===== config.mk =====
export PLATFORM = sky130hd
export DESIGN_NAME = run_limit_bit_stuffer
export DESIGN_NICKNAME = d
export VERILOG_FILES = /design/src/rtl/run_limit_bit_stuffer.sv
export SDC_FILE = /design/constraint.sdc
export NUM_CORES = 1
export LEC_CHECK = 0
export BUFFER_PORTS_ARGS = -buffer_cell sky130_fd_sc_hd__buf_2
export CAP_MARGIN = 30
export CELL_PAD_IN_SITES_DETAIL_PLACEMENT = 0
export CELL_PAD_IN_SITES_GLOBAL_PLACEMENT = 1
export CORE_UTILIZATION = 39
export CTS_CLUSTER_SIZE = 20
export DETAILED_ROUTE_END_ITERATION = 16
export PLACE_DENSITY = 0.72
export SLEW_MARGIN = 20
export SYNTH_ARGS = -nofsm -noshare
export SYNTH_HDL_FRONTEND = slang
export SYNTH_SLANG_ARGS = --single-unit
export TNS_END_PERCENT = 1

===== constraint.sdc =====
create_clock -name clk -period 2.4 [get_ports clk]
set_input_delay 0.48 -clock clk [delete_from_list [all_inputs] [get_ports clk]]
set_output_delay 0.48 -clock clk [all_outputs]
set_load 0.01 [all_outputs]

===== src/rtl/run_limit_bit_stuffer.sv =====
// Serializes DATA_W-bit words LSB first onto a 1-bit line, inserting a complementary
// stuff bit after every MAX_RUN identical line bits. Supports gap-free back-to-back words.
module run_limit_bit_stuffer #(
  parameter int DATA_W  = 8,
  parameter int MAX_RUN = 2
) (
  input  logic              clk,
  input  logic              rst,
  input  logic [DATA_W-1:0] in_data,
  input  logic              in_valid,
  output logic              in_ready,
  output logic              tx_bit,
  output logic              tx_valid,
  output logic              tx_stuff,
  output logic              busy
);
  localparam int RUN_W = $clog2(MAX_RUN + 1);
  localparam int IDX_W = (DATA_W > 1) ? $clog2(DATA_W) : 1;
  localparam logic [RUN_W-1:0] RUN_MAX  = RUN_W'(MAX_RUN);
  localparam logic [RUN_W-1:0] RUN_ONE  = RUN_W'(1);
  localparam logic [IDX_W-1:0] IDX_LAST = IDX_W'(DATA_W - 1);

  typedef enum logic [1:0] {IDLE, DATA, STUFF} state_t;

  state_t            state_q, state_d;
  logic [DATA_W-1:0] shreg_q, shreg_d;
  logic [IDX_W-1:0]  idx_q, idx_d;
  logic [RUN_W-1:0]  run_q, run_d;
  logic              bit_q, bit_d;
  logic              vld_q, vld_d;
  logic              stf_q, stf_d;

  logic last_word, accept, do_load, do_adv, do_stuff, do_idle;

  always_ff @(posedge clk) begin
    if (rst) begin
      state_q <= IDLE;
      shreg_q <= '0;
      idx_q   <= '0;
      run_q   <= '0;
      bit_q   <= 1'b0;
      vld_q   <= 1'b0;
      stf_q   <= 1'b0;
    end else begin
      state_q <= state_d;
      shreg_q <= shreg_d;
      idx_q   <= idx_d;
      run_q   <= run_d;
      bit_q   <= bit_d;
      vld_q   <= vld_d;
      stf_q   <= stf_d;
    end
  end

  always_comb begin
    state_d  = state_q;
    shreg_d  = shreg_q;
    idx_d    = idx_q;
    run_d    = run_q;
    bit_d    = bit_q;
    vld_d    = vld_q;
    stf_d    = stf_q;
    do_load  = 1'b0;
    do_adv   = 1'b0;
    do_stuff = 1'b0;
    do_idle  = 1'b0;

    last_word = (idx_q == IDX_LAST);
    in_ready  = (state_q == IDLE)
             || (state_q == DATA  && last_word && run_q != RUN_MAX)
             || (state_q == STUFF && last_word);
    accept    = in_valid && in_ready;

    case (state_q)
      IDLE:  do_load = accept;
      DATA: begin
        if (run_q == RUN_MAX) do_stuff = 1'b1;
        else if (!last_word)  do_adv   = 1'b1;
        else if (accept)      do_load  = 1'b1;
        else                  do_idle  = 1'b1;
      end
      STUFF: begin
        if (!last_word)  do_adv  = 1'b1;
        else if (accept) do_load = 1'b1;
        else             do_idle = 1'b1;
      end
      default: do_idle = 1'b1;
    endcase

    // Run history survives a word boundary only when the line never went idle.
    if (do_load) begin
      state_d = DATA;
      bit_d   = in_data[0];
      shreg_d = in_data >> 1;
      idx_d   = '0;
      vld_d   = 1'b1;
      stf_d   = 1'b0;
      run_d   = (state_q != IDLE && in_data[0] == bit_q) ? run_q + RUN_ONE : RUN_ONE;
    end
    if (do_adv) begin
      state_d = DATA;
      bit_d   = shreg_q[0];
      shreg_d = shreg_q >> 1;
      idx_d   = idx_q + IDX_W'(1);
      stf_d   = 1'b0;
      run_d   = (shreg_q[0] == bit_q) ? run_q + RUN_ONE : RUN_ONE;
    end
    if (do_stuff) begin
      state_d = STUFF;
      bit_d   = ~bit_q;
      stf_d   = 1'b1;
      run_d   = RUN_ONE;
    end
    if (do_idle) begin
      state_d = IDLE;
      bit_d   = 1'b0;
      vld_d   = 1'b0;
      stf_d   = 1'b0;
      run_d   = '0;
      idx_d   = '0;
    end
  end

  assign tx_bit   = bit_q;
  assign tx_valid = vld_q;
  assign tx_stuff = stf_q;
  assign busy     = (state_q != IDLE);
endmodule


==> results_dict.tcl <==
set metrics [dict create \
    synth-simple-area-share_pct 22.0 \
    finalNonFillerCells 144 \
    maxCapViolCount 0 \
    clock_sink_count 16 \
    cts-root-buf "clkbuf_4" \
    synth_top_family_by_area "compound AO/OA/AOI/OAI gates" \
    endpoint_kind "output port" \
    rsz0062_at_grt "false" \
    final_cell_mix "18 x nand2_1, 16 x nor2_1, 16 x dfxtp_1" \
    ctsHoldBuffers 0 \
    utilization_pct 48.8 \
    drive_above_1_share_pct 25.6 \
    yosysTopAreaCell "dfxtp_1" \
    status "finished clean" \
    synthMuxAreaShare_pct 2.43 \
    setup_viol 0 \
    peakVddDrop_mv 0.302 \
    grt.total_usage_pct 16.6 \
    diodes 0 \
    startpoint "state_q[1]$_SDFFE_PP0P_" \
    grt_max_degree 14 \
    post_cts_buffers 0 \
    netlist_area_sq_um 877 \
    cp_slowest_cell "dfxtp_1" \
    netlist_instances 101 \
    dieArea_sq_mm 0.00244 \
    ioPinCount 16 \
    num_rows 16 \
    synth-adder-area-share_pct 9.99 \
    hold_depth 3 \
    num_vias 736 \
    post_cts_resize_count 0 \
    antenna_found_initial 0 \
    powerDensity_mw_per_mm2 631 \
    clkTransAtPathRegs_ns 0.09 \
    fp.coreArea_sq_mm 0.00204 \
    initial_core_util_pct 43.0 \
    tns_ns 0 \
    ys_top_cells_by_area "dfxtp_1 37%, ha_1 10%, nand2_1 7.7%" \
    htreeDepth 1 \
    die_y_um 49.4 \
    avgRoutedWirePerCell_um 11.8 \
    wl_um 1700 \
    synth_cell_type_count 30 \
    cts_made_buffers 3 \
    initialDrtViolationCount 7 \
    critPathKind "register to output port" \
    drc_errors 0 \
    vias_per_cell 5.11 \
    critPathMaxFanout 7 \
    r2r_start "state_q[1]$_SDFFE_PP0P_" \
    grt_pass1_wl_um 3150 \
    firstDrtPassIters 4 \
    timing.final.crit_share_pct 88.6 \
    clockBufferDepth 2 \
    synth_compound_area_share_pct 25.1 \
    endpoint "in_ready" \
    skew_ns 0.00142 \
    hold_path.class "input port to register" \
    max_freq_mhz 470 \
    critPathArrivalTime_ns 1.65 \
    area_delta_synth_final_pct 13.6 \
    tightest_slew_ns 0.535 \
    post-route-min-period_ns 2.13 \
    syn_avg_cell_area_sq_um 8.68 \
    clock_latency_ns 0.27 \
    post-dp-hpwl_um 1320 \
    place_area_sq_um 973 \
    port-buffer-count 15 \
    r2r_cells 7 \
    die_w_um 49.4 \
    grt_pass1_vias 742 \
    start_kind "register" \
    regToRegSetupSlack_ns 0.39 \
    netlist.area_leader.share_pct 36.5 \
    stdcell_area_sq_um 996 \
    slowest_delay_ns 0.39 \
    final_nets 137 \
    fillers 222 \
    maxSlewHeadroom_pct 64.1 \
    syn_nets 119 \
    report.final.slew_viol_count 0 \
    gp_congestion 0.797 \
    hold_viol_final 0 \
    placedCellCount 141 \
    grt_overflow 0 \
    final_antenna_net_count 0 \
    yosysWarnings 0 \
    ys_seq_area_share_pct 36.5 \
    cts_tree "built" \
    total_leakage_power_uw 0.000421 \
    layout_commonest_cell "nand2_1" \
    required_ns 1.92 \
    reg2reg_to "tx_bit$_SDFFE_PP0P_" \
    path_cells "inv_1, ha_1, nor2b_4, o21ai_1, nand2_1, buf_2" \
    ys_seq_elements 16 \
    synthXorXnorAreaFrac_pct 0 \
    p_total_uw 629 \
]
-- Yosys cell counts (all sizes together) --
cell type and n:
mux2i 1, inv 4, or2 2, a221oi 3
o21ai 6, buf 3, a211oi 2, nand2 18
ha 7, nor2 17, nor2b 2, and2 1
a2111o 1, o21a 1, nand2b 2, nor3 1
a22oi 2, a311oi 7, dfxtp 16, a21o 1
mux2 1, a21oi 3
-- kinds of logic after synthesis --
group,after synthesis
AND/OR/NAND/NOR,43
buffers and inverters,7
flip-flops,16
AO/OA/AOI/OAI,26
adder cells (fa/ha/maj),7
multiplexers,2
-- through the flow --
stage / setup slack [ns] / hold WS [ns]
final: 0.273 / 0.467
after detailed placement: 0.397 / 0.467
after global routing: 0.141 / 0.460
after global placement: 0.452 / 0.466
after CTS: 0.256 / 0.453
after floorplan: 0.577 / 0.455
-- final cells by class --
cell class | count | area (sq um) | area share [%]
inverter | 4 | 15.0 | 1.51
multi-input combinational | 78 | 522 | 52.4
sequential | 16 | 320 | 32.2
timing repair buffer | 16 | 82.6 | 8.29
tap | 27 | 33.8 | 3.39
clock buffer | 3 | 22.5 | 2.26
-- worst min path at each step --
| stage | end | startpoint | slack (ns) |
|---|---|---|---|
| 6_report | shreg_q[1]$_SDFFE_PP0P_ | in_data[2] | 0.47 |
| 3_5_place_dp | tx_valid$_SDFFE_PP0P_ | tx_valid$_SDFFE_PP0P_ | 0.47 |
| 4_1_cts | shreg_q[1]$_SDFFE_PP0P_ | in_data[2] | 0.45 |
| 5_1_grt | shreg_q[1]$_SDFFE_PP0P_ | in_data[2] | 0.46 |
| 3_3_place_gp | tx_valid$_SDFFE_PP0P_ | tx_valid$_SDFFE_PP0P_ | 0.47 |
| 2_1_floorplan | shreg_q[1]$_SDFFE_PP0P_ | shreg_q[2]$_SDFFE_PP0P_ | 0.46 |
-- metal layers --
metal	wire [um]	global-route usage (%)	up-vias
met5	0	0	-
met4	9	5.71	0
met3	42	2.80	2
met2	754	27.9	9
met1	897	21.2	335
li1	-	-	390
-- critical path, delay by kind of cell (launching register included) --
| family | cells | cell delay (ns) |
|---|---|---|
| flops | 1 | 0.39 |
| compound gates | 1 | 0.23 |
| simple gates | 2 | 0.24 |
| buf+inv | 2 | 0.22 |
| fa+ha+maj | 1 | 0.28 |
-- where the power goes --
part / switching [uW] / internal (uW)
sequential: 20.4 / 297
clock: 76.1 / 58.1
combinational: 102 / 75.7
-- sequential cells by signal, indices dropped and copies added (netlist names) --
| name | count |
|---|---|
| run_q | 2 |
| tx_bit | 1 |
| shreg_q | 7 |
| idx_q | 3 |
| state_q | 2 |
| tx_valid | 1 |
Power figures use the tool's default switching activity.
